===== config.mk =====
export PLATFORM = sky130hd
export DESIGN_NAME = video_line_packer
export DESIGN_NICKNAME = d
export VERILOG_FILES = /design/src/rtl/video_line_packer.sv
export SDC_FILE = /design/constraint.sdc
export NUM_CORES = 1
export LEC_CHECK = 0
export ABC_AREA = 1
export CAP_MARGIN = 20
export CELL_PAD_IN_SITES_DETAIL_PLACEMENT = 1
export CELL_PAD_IN_SITES_GLOBAL_PLACEMENT = 1
export CORE_MARGIN = 2
export CORE_UTILIZATION = 40
export CTS_BUF_LIST = sky130_fd_sc_hd__clkbuf_8
export DETAILED_ROUTE_END_ITERATION = 8
export MAX_ROUTING_LAYER = met4
export PLACE_DENSITY = 0.61
export SLEW_MARGIN = 20
export SYNTH_ARGS = -nofsm -noshare
export SYNTH_HDL_FRONTEND = slang
export SYNTH_SLANG_ARGS = --single-unit

===== constraint.sdc =====
create_clock -name sclk_full -period 3.3 [get_ports sclk_full]
set_input_delay 0.99 -clock sclk_full [delete_from_list [all_inputs] [get_ports sclk_full]]
set_output_delay 0.99 -clock sclk_full [all_outputs]
set_load 0.01 [all_outputs]

===== src/rtl/video_line_packer.sv =====
// Packs 12-bit video samples into framed 16-bit line packets (header, line number,
// data words, checksum tail) behind a first-word-fall-through output FIFO.
module video_line_packer #(
  parameter int unsigned LINE_LEN      = 1024,
  parameter int unsigned FIFO_DEPTH    = 16,
  parameter logic [15:0] HDR_WORD      = 16'hA5A5,
  parameter logic [15:0] LINE_NUM_INIT = 16'h0000
) (
  input  logic        sclk_full,
  input  logic        n_rst,
  input  logic        enable,
  input  logic [11:0] parall_data,
  input  logic        sample_ena,
  output logic [15:0] m_data,
  output logic        m_valid,
  input  logic        m_ready,
  output logic        overflow,
  input  logic        clr_ovf,
  output logic        busy
);

  localparam int unsigned AW = $clog2(FIFO_DEPTH);
  localparam int unsigned CW = $clog2(LINE_LEN + 1);
  localparam logic [AW:0]   DEPTH_C = (AW + 1)'(FIFO_DEPTH);
  localparam logic [CW-1:0] LAST_C  = CW'(LINE_LEN - 1);

  typedef enum logic [2:0] {S_IDLE, S_HDR, S_NUM, S_DATA, S_TAIL} state_t;

  state_t        r_state;
  logic          r_in_vld;
  logic [11:0]   r_in_data;
  logic          r_pend_vld;
  logic [11:0]   r_pend_data;
  logic [CW-1:0] r_cnt;
  logic [11:0]   r_csum;
  logic [15:0]   r_line;
  logic          r_ovf;
  logic [15:0]   r_mem [FIFO_DEPTH];
  logic [AW-1:0] r_wr;
  logic [AW-1:0] r_rd;
  logic [AW:0]   r_count;

  logic        w_full;
  logic        w_empty;
  logic        w_pop;
  logic        w_data_ok;
  logic        w_push_pend;
  logic        w_push_in;
  logic        w_push_data;
  logic        w_push_ctl;
  logic        w_push;
  logic        w_drop;
  logic [11:0] w_data_word;
  logic [15:0] w_push_word;

  assign w_full      = (r_count == DEPTH_C);
  assign w_empty     = (r_count == '0);
  assign w_pop       = !w_empty && m_ready;
  assign w_data_ok   = (r_state == S_DATA) && !w_full;
  // The pending sample is older than the staged one, so it always goes first.
  assign w_push_pend = w_data_ok && r_pend_vld;
  assign w_push_in   = w_data_ok && !r_pend_vld && r_in_vld;
  assign w_push_data = w_push_pend || w_push_in;
  assign w_data_word = w_push_pend ? r_pend_data : r_in_data;
  assign w_push_ctl  = ((r_state == S_HDR) || (r_state == S_NUM) || (r_state == S_TAIL)) && !w_full;
  assign w_push      = w_push_data || w_push_ctl;
  assign w_drop      = r_in_vld && r_pend_vld && !w_push_pend;

  always_comb begin
    w_push_word = HDR_WORD;
    case (r_state)
      S_NUM:   w_push_word = r_line;
      S_DATA:  w_push_word = {4'hD, w_data_word};
      S_TAIL:  w_push_word = {4'hE, r_csum};
      default: w_push_word = HDR_WORD;
    endcase
  end

  assign m_valid  = !w_empty;
  assign m_data   = w_empty ? 16'h0000 : r_mem[r_rd];
  assign overflow = r_ovf;
  assign busy     = (r_state != S_IDLE);

  always_ff @(posedge sclk_full) begin
    if (w_push) r_mem[r_wr] <= w_push_word;
  end

  always_ff @(posedge sclk_full or negedge n_rst) begin
    if (!n_rst) begin
      r_state     <= S_IDLE;
      r_in_vld    <= 1'b0;
      r_in_data   <= '0;
      r_pend_vld  <= 1'b0;
      r_pend_data <= '0;
      r_cnt       <= '0;
      r_csum      <= '0;
      r_line      <= LINE_NUM_INIT;
      r_ovf       <= 1'b0;
      r_wr        <= '0;
      r_rd        <= '0;
      r_count     <= '0;
    end else begin
      r_in_vld  <= sample_ena && (r_state != S_IDLE);
      r_in_data <= parall_data;

      // Staged sample either pushes, parks in pending, or is dropped.
      if (w_push_pend) begin
        r_pend_vld  <= r_in_vld;
        r_pend_data <= r_in_data;
      end else if (r_in_vld && !w_push_in && !r_pend_vld) begin
        r_pend_vld  <= 1'b1;
        r_pend_data <= r_in_data;
      end

      if (w_drop)       r_ovf <= 1'b1;
      else if (clr_ovf) r_ovf <= 1'b0;

      if (w_push) r_wr <= r_wr + 1'b1;
      if (w_pop)  r_rd <= r_rd + 1'b1;
      if (w_push && !w_pop)      r_count <= r_count + 1'b1;
      else if (!w_push && w_pop) r_count <= r_count - 1'b1;

      case (r_state)
        S_IDLE: if (enable) r_state <= S_HDR;
        S_HDR: if (!w_full) begin
          r_csum  <= '0;
          r_state <= S_NUM;
        end
        S_NUM: if (!w_full) r_state <= S_DATA;
        S_DATA: if (w_push_data) begin
          r_csum <= r_csum + w_data_word;
          if (r_cnt == LAST_C) begin
            r_cnt   <= '0;
            r_state <= S_TAIL;
          end else begin
            r_cnt <= r_cnt + 1'b1;
          end
        end
        S_TAIL: if (!w_full) begin
          r_line  <= r_line + 16'd1;
          r_state <= enable ? S_HDR : S_IDLE;
        end
        default: r_state <= S_IDLE;
      endcase
    end
  end

endmodule


* Word-level counts from Yosys, hierarchy flattened *
Memory sizes are Yosys's and may differ from the RTL's.
Cells that the tools add are included.

operators by class
  bitwise operators = 1
  $lt $le $gt $ge = 0
  mux-type cells = 25
  reduce and logical (&&, ||, !) cells = 35
  shift-type cells = 0
  $add $sub $neg = 7
  multiply operators = 0
  eq/ne operators = 12
  divide/modulo/power cells = 0

operators with widths
  cell                     count
  $mux W12                 5
  $pmux W16 S3             1
  $pmux W12 S2             1
  $mux W3                  6
  $add A16 B1 Y16 const B  1
  $mux W16                 1
  $pmux W3 S5              1
  $logic_and A1 B1 Y1      13
  $add A12 B12 Y12         1
  $add A11 B1 Y11 const B  1
  $eq A11 B10 Y1 const B   1
  $mux W11                 1
  $mux W5                  2
  $ne A2 B2 Y1 const B     5
  $add A4 B1 Y4 const B    2
  $reduce_bool A2 Y1       4
  $logic_not A1 Y1         7
  $mux W1                  7
  $eq A3 B2 Y1 const B     2
  $reduce_and A6 Y1        1
  $add A5 B1 Y5 const B    1
  $eq A5 B5 Y1 const B     1
  $logic_not A5 Y1         1
  $sub A5 B1 Y5 const B    1
  other kinds (9)          13

word-level totals
  logic and storage cells = 93
  ROM bits = 0
  bits in writable memories = 256
  memories = 1
  bits in latches = 0
  register bits = 82
  input port bits = 18

memory list
  name   depth  bits a word  read ports  clocked after Yosys merged registers in  write ports  line  source
  r_mem  16     16           1           0                                        1            38    logic [15:0] r_mem [FIFO_DEPTH];

* Logic depth before layout (Yosys ltp) *
Gate-level depths: netlist (run 1).

  word-level depth = 11
  depth in mapped cells = 18
  gate-level depth less buffers = 16

* Worst setup path after synthesis (run 1) *
OpenSTA, ideal clock, no wires.

  path type = flip-flop to flip-flop
  start = reg r_count[1]
  end = reg r_csum[8]
  cell stages (with the launch flop) = 19
  path buffers = 2
  clock period less this slack = 2.455 ns
  path slack = 0.845 ns
  arrival time = 2.338 ns
  library setup time = 0.117 ns
  cell sequence = dfrtp_1 -> nor2_1 -> nand3_2 -> buf_6 -> nand3_4 -> buf_4 -> nor2_1 -> a21oi_2 -> ha_1 -> inv_1 -> fa_1 -> inv_1 -> nand3_1 -> nand2_1 -> nand2_1 -> nand2_1 -> nand2_1 -> nand3_1 -> nand2_1

between the ends
  word-level cells in the longest chain between the ends = 8

ends and longest elaborated chain
  element                                                 line     source
  start: declaration                                      41       logic [AW:0] r_count;
  start signal: assignment                                120      if (w_push && !w_pop) r_count <= r_count + 1'b1;
  start signal: assignment                                121      else if (!w_push && w_pop) r_count <= r_count - 1'b1;
  $eq A5 B5 Y1 *                                          56       assign w_full = (r_count == DEPTH_C);
  $logic_not A1 Y1                                        n/a
  $logic_and A1 B1 Y1                                     59       assign w_data_ok = (r_state == S_DATA) && !w_full;
  $logic_and A1 B1 Y1 (on tied branches)                  61, 62
  $mux W12 or $logic_and A1 B1 Y1 (tied branches)         64, 62
  $add A12 B12 Y12 or $logic_or A1 B1 Y1 (tied branches)  131, 63
  $mux W12 or $ne A2 B2 Y1 (tied branches)                n/a
  $pmux W12 S2 or $reduce_and A3 Y1 (tied branches)       n/a
  end signal: assignment                                  131      r_csum <= r_csum + w_data_word;
  end: declaration                                        35       logic [11:0] r_csum;

Mark *: on every way between the ends. The rest lies on a longest branch, timed or not. The select of a mux whose other input is x is not followed.
A chain may end at the register's enable or synchronous reset.

* Final worst setup path (run 1) *
  start = reg r_rd[0]
  end = out m_data[3]

between the ends
  word-level cells in the longest chain between the ends = 2

ends and longest elaborated chain
  element                   line  source
  start: declaration        40    logic [AW-1:0] r_rd;
  start signal: assignment  119   if (w_pop) r_rd <= r_rd + 1'b1;
  $mem_v2 Z16 W16           n/a
  $mux W16                  80    assign m_data = w_empty ? 16'h0000 : r_mem[r_rd];
  end: declaration          14    output logic [15:0] m_data,

Every way passes these cells.

==> results of run 1 <==
[per-layer routing]
layer  up-vias  global-route usage
met2       271               0.389
met3        66              0.0342
li1       4842                   -
met1      5342               0.301
met5         -                   -
met4         0              0.0777
[kinds of logic after synthesis]
logic type | count (synthesis) | share of synthesized area
flip-flops | 338 | 0.655
buffers and inverters | 152 | 0.0435
XOR/XNOR | 24 | 0.0141
AND/OR/NAND/NOR | 433 | 0.129
AO/OA/AOI/OAI | 303 | 0.136
adder cells (fa/ha/maj) | 24 | 0.0212
multiplexers | 1 | 0.000758
[layout by cell type, fill, tap and decap left out, drive strengths merged, types with 22 or more instances in the layout]
cell    Yosys  final
nand2     143    143
buf        34    107
nor2      194    194
ha         22     22
o221ai     52     52
nand3      68     68
inv        87    108
edfxtp    256    256
clkinv      1     23
o21bai     66     66
a21oi      55     55
clkbuf     30     70
o21ai      89     89
dfrtp      82     82
[sequential cells by signal (all words and copies together) (netlist names)]
signal	cells
r_count	5
r_cnt	11
r_pend_vld	1
r_pend_data	12
r_csum	12
r_wr	4
r_rd	4
r_line	16
r_state	3
r_mem	256
r_in_vld	1
r_in_data	12
overflow	1
[final timing paths]
kind,slack [ns],end,depth (start not counted),start
min in group sclk_full,0.49,r_state[1],2,r_state[1]
worst min register to register,0.49,r_state[1],2,r_state[1]
worst max-delay path,-0.14,m_data[3],10,r_rd[0]
worst max register to register,0.53,r_csum[9],15,r_count[0]
worst min-delay path,0.30,r_csum[10],1,n_rst
max in group asynchronous,2.36,r_cnt[7],2,n_rst
[power by group]
part / internal [uW] / switching (uW)
Clock: 1990 / 1750
Combinational: 2770 / 3860
Sequential: 5280 / 322
[metrics by stage]
| stage | util | setup WS, ns |
|---|---|---|
| floorplan | - | 0.845 |
| global placement | 0.439 | 0.160 |
| detailed placement | 0.439 | 0.0956 |
| CTS | 0.487 | -0.160 |
| global route | 0.496 | -0.236 |
| finish | 0.496 | -0.139 |
[layout make-up]
cell class,count,area [um2],share of cell area
inverters,88,357,0.0196
multi-input cells,785,4660,0.256
flip-flops and latches,338,9750,0.537
well taps,468,586,0.0322
clock inverters,47,274,0.0151
repair buffers,134,1680,0.0925
clock buffers,63,867,0.0477
[repair_timing]
item | in CTS | in global routing
endpoints found under the setup margin | 17 | 16
pin swaps | 38 | 39
cloned | 10 | 8
buffers inserted | 19 | 12
resized for setup | 105 | 37
==> out/summary.txt, run 1 <==
Routed met3 length -> 2.29 mm
minimum clock period after layout -> 3.44 ns
power density over cell area -> 880 nW/um2
number of fill cells -> 3850
die area -> 38700 um2
top routing layer used -> met4
initial antenna violation count -> 0
Crit-path slowest cell -> sky130_fd_sc_hd__dfrtp_4
largest fanout on the critical path -> 6
synthesis-stage register bit count -> 338
total non-filler cell area in the finished layout -> 18200 um2
count leader, synth -> sky130_fd_sc_hd__edfxtp_1
final-report hold violation count -> 0
Rel. slew slack -> 0.504
post-synthesis instance total -> 1275
Post-Place Cells -> 1769
Post-synth EDFFs -> 256
DRC violations left -> 0
total power after layout -> 16000 uW
register area share after synthesis -> 0.655
cell type group with the largest total delay on the critical path -> buffers and inverters
Netlist Area Pre-Place -> 14900 um2
Vias per Instance -> 5.47
cell types with the highest counts after synthesis -> sky130_fd_sc_hd__edfxtp_1, sky130_fd_sc_hd__nor2_1, sky130_fd_sc_hd__nand2_1
clock skew -> 0.0186 ns
leakage dissipation -> 0.00670 uW
PnR worst setup slack -> -0.139 ns
total vias in the final route -> 10.5k
TritonCTS Sinks -> 338
GRT Total Usage -> 0.236
Final setup viols -> 14
Die Height -> 197 um
clock tree root buffer cell -> sky130_fd_sc_hd__clkbuf_8
vias in the first global route -> 11.0k
drt first-iter violations -> 640
Synth area leader -> sky130_fd_sc_hd__edfxtp_1
fraction of registers with async set or reset after synthesis -> 0.243
Worst setup EP type -> primary output
detailed placement HPWL -> 25.3 mm
number of CTS-inserted buffers -> 58
global-route wire length before repair -> 66.3 mm
amount of wire on met2 after detailed routing -> 21.9 mm
GRT Residual Overflow -> 0
layout cell share with drive strength beyond 1 -> 0.192
effective utilization at floorplan -> 0.406
Post-Route WL -> 44.3 mm
setup TNS after final layout -> -0.907 ns
Max clock buf depth -> 3
routed length on met1 -> 19.1 mm
Pins Over Slew Limit -> 0
total number of nets in the final design -> 1447
Max IR drop VDD -> 0.373 mV
largest cells by area after synthesis -> sky130_fd_sc_hd__edfxtp_1, sky130_fd_sc_hd__dfrtp_1, sky130_fd_sc_hd__nor2_1
portion of synthesized cell area occupied by the leading cell type -> 0.517
I/O pin cnt -> 37
Hold Path Class -> input pin to async pin
1st-pass router iterations -> 5
Worst Path Class, Setup -> register to primary output
maximum clock rate -> 0.291 GHz
worst stage delay on the critical path -> 0.50 ns
instance area at placement -> 16100 um2
count of port buffers added during placement -> 36
number of diodes -> 0
unrepaired setup endpoints after global routing -> true
number of antenna-violating nets in the routed design -> 0
Avg WL per Cell -> 23.0 um
number of buffers and inverters on the critical path -> 6
pin count of the biggest net entering global routing -> 41
violations in the final reports -> setup timing
CP arrival -> 2.45 ns
placeable core region -> 36600 um2
status -> complete, but fails checks
yosys synthesis warning count -> 0
Horiz. Die Dim -> 197 um
ordered list of cells on the worst path -> buf_12, clkinv_16, buf_12, buf_12, buf_4, nor2_1, o221ai_1, nand3_1, a21oi_2, buf_2
total number of H-tree levels -> 2
distinct cell type count after synthesis -> 45
final worst-path cycle share -> 1.04
cell type with the highest occurrence count on the critical path -> sky130_fd_sc_hd__buf_12
clock input transition at the sequential cells of the worst setup and hold paths -> 0.06 ns
Mapped Nets -> 1317
Rows -> 70
Worst Max-Slew Pin Slew -> 0.741 ns
Worst Setup Start Kind -> register
number of buffers added to fix hold violations after cts -> 0
final weighted congestion in routability-driven placement -> 0.820
count of max-cap constraint violations -> 0
smallest hold slack -> 0.302 ns
Clk Latency, worst-skew pair -> 0.64 ns
count of non-filler cells in the finished layout -> 1923
clock tree from TritonCTS -> done
synth-to-layout area growth -> 22.3%
predominant post-synthesis flop cell -> sky130_fd_sc_hd__edfxtp_1
CP required -> 2.31 ns
synthesized area divided by synthesized cell count -> 11.7 um2
Note: power is estimated with default switching activity, not from simulation.
==> run 2: changes to the inputs <==
GPL_ROUTABILITY_DRIVEN = 0   (was default)
REMOVE_ABC_BUFFERS = 1   (was default)
SKIP_CTS_REPAIR_TIMING = 1   (was default)
==> run 2 against run 1 <==
  * The run still ends with setup timing left
  * Cell count increased by 0.10%
  * Cell area decreased by 0.50%
  * Utilization decreased by 0.25 points
  * Setup slack improved by 0.023 ns
  * Routed wire length decreased by 2.9%
  * Combinational power decreased by 6.0%
  * Clock skew increased by 0.0095 ns
  * Clock power increased by 6.9%
  * Total power decreased by 0.77%
  * Fmax increased by 0.68%
  * Die area unchanged
  * Largest power group unchanged
==> out/summary.txt, run 2 (synthesized netlist as in run 1, its figures left out) <==
status -> complete, but fails checks
violations in the final reports -> setup timing
Worst Max-Slew Pin Slew -> 0.790 ns
Final setup viols -> 15
GRT Residual Overflow -> 0
initial antenna violation count -> 0
Max IR drop VDD -> 0.399 mV
ordered list of cells on the worst path -> buf_6, buf_8, clkinv_8, clkbuf_16, o21bai_1, o211ai_1, nand3_1, a21oi_2, buf_2
number of antenna-violating nets in the routed design -> 0
synth-to-layout area growth -> 21.7%
total number of nets in the final design -> 1448
clock tree root buffer cell -> sky130_fd_sc_hd__clkbuf_8
layout cell share with drive strength beyond 1 -> 0.183
global-route wire length before repair -> 62.5 mm
clock tree from TritonCTS -> done
clock input transition at the sequential cells of the worst setup and hold paths -> 0.06 ns
unrepaired setup endpoints after global routing -> true
Avg WL per Cell -> 22.3 um
vias in the first global route -> 10.8k
count of non-filler cells in the finished layout -> 1925
pin count of the biggest net entering global routing -> 73
number of fill cells -> 3843
cell depth of the worst setup path -> 9
PnR worst setup slack -> -0.116 ns
worst slack at placement -> 0.116 ns
count of port buffers added during placement -> 36
Pins Over Slew Limit -> 0
total power after layout -> 15900 uW
Worst Path Class, Setup -> register to primary output
clock share of power -> 0.253
number of buffers and inverters on the critical path -> 5
most flop-heavy register -> r_mem
detailed placement HPWL -> 25.4 mm
smallest hold slack -> 0.153 ns
leakage dissipation -> 0.00666 uW
drt first-iter violations -> 618
placeable core region -> 36600 um2
number of cells traversed by the worst register-to-register path -> 14
largest fanout on the critical path -> 6
flop2flop setup slack -> 0.51 ns
power density over cell area -> 877 nW/um2
Max clock buf depth -> 3
Setup crit start -> r_rd[0]
setup TNS after final layout -> -0.945 ns
Post-Route WL -> 43.0 mm
Rows -> 70
clock skew -> 0.0281 ns
Hold Path Class -> input pin to async pin
Clk Latency, worst-skew pair -> 0.67 ns
Post-Place Cells -> 1783
reg-to-reg critical path startpoint -> r_count[1]
CP required -> 2.31 ns
worst stage delay on the critical path -> 0.55 ns
P_int -> 10000 uW
Comb power frac -> 0.393
number of diodes -> 0
Worst setup EP type -> primary output
biggest regs -> r_mem (256), r_line (16)
cell type group with the largest total delay on the critical path -> buffers and inverters
CP arrival -> 2.43 ns
commonest cells after routing, fill and taps aside -> sky130_fd_sc_hd__edfxtp_1, sky130_fd_sc_hd__nor2_1, sky130_fd_sc_hd__nand2_1, sky130_fd_sc_hd__inv_1, sky130_fd_sc_hd__o21ai_0
most common cell after layout, fill and taps aside -> sky130_fd_sc_hd__edfxtp_1
count of max-cap constraint violations -> 0
Crit-path slowest cell -> sky130_fd_sc_hd__dfrtp_4
I/O pin cnt -> 37
minimum clock period after layout -> 3.42 ns
Rel. slew slack -> 0.473
die area -> 38700 um2
final-report hold violation count -> 0
Vias per Instance -> 5.42
number of CTS-inserted buffers -> 59
capture point of the worst reg-to-reg path -> r_csum[8]
TritonCTS Sinks -> 338
effective utilization at floorplan -> 0.406
Die Height -> 197 um
GRT Total Usage -> 0.217
Largest register FFs -> 256
register share of total power -> 0.354
Horiz. Die Dim -> 197 um
maximum clock rate -> 0.293 GHz
1st-pass router iterations -> 5
switching share of power -> 0.370
CP Capture Point -> m_data[2]
Worst Setup Start Kind -> register
total vias in the final route -> 10.4k
final worst-path cycle share -> 1.04
total number of H-tree levels -> 2
net switching component of the power -> 5860 uW
DRC violations left -> 0
[run 2: area by class of cell]
type / count / area [um2] / share of cell area
clock buffers: 61 / 840 / 0.0464
well taps: 468 / 586 / 0.0324
multi-input cells: 785 / 4580 / 0.253
repair inverters: 3 / 41.3 / 0.00228
inverters: 88 / 343 / 0.0190
repair buffers: 131 / 1560 / 0.0865
flip-flops and latches: 338 / 9750 / 0.539
clock inverters: 51 / 380 / 0.0210
[run 2: worst min-delay path by stage]
stage / to / slack [ns]
after floorplan: r_cnt[6] / 0.46
after global placement: r_state[1] / 0.48
after detailed placement: r_cnt[6] / 0.50
after CTS: r_in_data[6] / 0.11
after global routing: r_in_data[6] / 0.11
final: r_in_data[6] / 0.15
[run 2: power groups by stage]
stage,Combinational [uW],Sequential (uW),Clock [uW]
after global routing,6820,5680,4300
after detailed placement,5460,5690,0
after floorplan,2910,5840,0
after CTS,5490,5610,4110
final,6230,5610,4010
after global placement,5340,5670,0
[run 2: layer usage]
metal,global-route usage,share of wire,routed length [um]
met2,0.354,0.50,21300
met5,-,0,0
met3,0.0397,0.041,1770
met4,0.0621,0.020,878
met1,0.280,0.44,19000
[run 2: through the flow]
step | instance area (um2) | utilization
finish | 18100 | 0.494
global route | 18100 | 0.494
CTS | 17500 | 0.477
detailed placement | 16300 | 0.444
global placement | 16300 | 0.444
floorplan | 14500 | -
==> run 3: changes to the inputs <==
CORE_MARGIN = 10   (was 2)
CTS_CLUSTER_SIZE = 24   (was default)
clock period = 4.3 ns   (was 3.3 ns; I/O delays follow)
==> run 3 against run 2 <==
  * The flow now finishes without violations
  * Via count is 2.3% lower
  * Cell count is 2.6% lower
  * Non-clock buffer count is 47 lower
  * Clock power is 28% lower
  * Setup slack better by 0.26 ns
  * Critical path type unchanged
  * Critical endpoint is now m_data[7]
==> out/summary.txt, run 3 (synthesized netlist as in run 1, its figures left out) <==
synth-to-layout area growth -> 15.8%
leakage dissipation -> 0.00624 uW
Post-Route WL -> 41.0 mm
number of cells traversed by the worst register-to-register path -> 16
clock input transition at the sequential cells of the worst setup and hold paths -> 0.06 ns
Max IR drop VDD -> 0.292 mV
1st-pass router iterations -> 5
Rows -> 70
flop2flop setup slack -> 1.17 ns
layout cell share with drive strength beyond 1 -> 0.131
Max clock buf depth -> 3
initial antenna violation count -> 1
ordered list of cells on the worst path -> clkinv_8, buf_16, nor2_1, o221ai_1, nand3_1, a21oi_1, clkdlybuf4s50_1
clock tree root buffer cell -> sky130_fd_sc_hd__clkbuf_8
vias in the first global route -> 10.9k
count of max-cap constraint violations -> 0
global-route wire length before repair -> 62.2 mm
instance area at placement -> 15900 um2
effective utilization at floorplan -> 0.406
number of CTS-inserted buffers -> 59
Crit-path slowest cell -> sky130_fd_sc_hd__dfrtp_4
total vias in the final route -> 10.2k
Post-Place Cells -> 1757
DRC violations left -> 0
TritonCTS Sinks -> 338
Rel. slew slack -> 0.385
Final setup viols -> 0
most common cell after layout, fill and taps aside -> sky130_fd_sc_hd__edfxtp_1
drt first-iter violations -> 569
combined flip-flop and latch cell area -> 9750 um2
pin count of the biggest net entering global routing -> 89
Worst Setup Start Kind -> register
unrepaired setup endpoints after global routing -> false
area taken by multi-input logic gates -> 4530 um2
detailed placement HPWL -> 24.3 mm
Clk Latency, worst-skew pair -> 0.64 ns
biggest regs -> r_mem (256), r_line (16)
CP required -> 3.01 ns
total number of H-tree levels -> 2
Die Height -> 213 um
commonest cells after routing, fill and taps aside -> sky130_fd_sc_hd__edfxtp_1, sky130_fd_sc_hd__nor2_1, sky130_fd_sc_hd__nand2_1, sky130_fd_sc_hd__inv_1, sky130_fd_sc_hd__o21ai_0
status -> complete, no violations
GRT Residual Overflow -> 0
count of port buffers added during placement -> 36
minimum clock period after layout -> 4.15 ns
Worst Max-Slew Pin Slew -> 0.922 ns
final-report hold violation count -> 0
number of antenna-violating nets in the routed design -> 0
clock skew -> 0.0243 ns
total non-filler cell area in the finished layout -> 17200 um2
placeable core region -> 36600 um2
count of non-filler cells in the finished layout -> 1875
GRT Total Usage -> 0.183
Largest register FFs -> 256
Horiz. Die Dim -> 213 um
Worst Path Class, Setup -> register to primary output
most flop-heavy register -> r_mem
number of fill cells -> 3900
clock tree from TritonCTS -> done
Worst setup EP type -> primary output
worst stage delay on the critical path -> 0.59 ns
power density over cell area -> 660 nW/um2
Vias per Instance -> 5.44
largest fanout on the critical path -> 45
number of diodes -> 0
Hold Path Class -> register to register
CP arrival -> 2.86 ns
Pins Over Slew Limit -> 0
final worst-path cycle share -> 0.966
Avg WL per Cell -> 21.9 um
number of instances on the worst hold path -> 1
I/O pin cnt -> 37
die area -> 45300 um2
total number of nets in the final design -> 1398
maximum clock rate -> 0.241 GHz
-- run 3: path summary, 6_finish.rpt --
path / start / end
max: r_rd[0] / m_data[7]
min: r_cnt[0] / r_cnt[0]
max reg2reg: r_count[1] / r_csum[8]
min reg2reg: r_cnt[0] / r_cnt[0]
max in group asynchronous: n_rst / r_pend_data[11]
min in group asynchronous: n_rst / r_in_data[6]
-- run 3: final cells by class --
cell class,instances,area share
clock buffer,63,0.0504
timing repair buffer,84,0.0495
tap,468,0.0340
clock inverter,49,0.0168
multi-input combinational,785,0.263
sequential,338,0.566
inverter,88,0.0199
-- run 3: per-stage QoR --
step	total power [uW]	hold WS, ns	TNS, ns	setup WS (ns)	utilization
finish	11400	0.503	0	0.145	0.470
detailed placement	8420	0.498	0	0.555	0.434
global placement	8300	0.480	0	0.593	0.434
global route	12100	0.523	0	0.00456	0.470
floorplan	6720	0.462	-32.06	-1.94	-
CTS	11300	0.510	-0.718	-0.144	0.466
-- run 3: layer usage --
layer  routed length [um]  vias to the layer above  share of wire  track usage
met5                    0                        -              0            -
met4                  771                        0          0.019       0.0485
met2                20500                      192           0.50        0.305
met3                 1680                       58          0.041       0.0302
met1                18000                     5208           0.44        0.228
li1                     -                     4735              -            -
-- run 3: power by group --
group | internal (uW) | total, uW | switching, uW
logic | 1580 | 4150 | 2570
clock network | 1530 | 2880 | 1340
registers | 4050 | 4330 | 283
total | 7160 | 11400 | 4200
-- run 3: worst max-delay path, delay by kind of cell (launching register included) --
| family | cells | cell delay [ns] |
|---|---|---|
| compound gates | 2 | 0.42 |
| buf+inv | 3 | 0.97 |
| flops | 1 | 0.59 |
| simple gates | 2 | 0.22 |
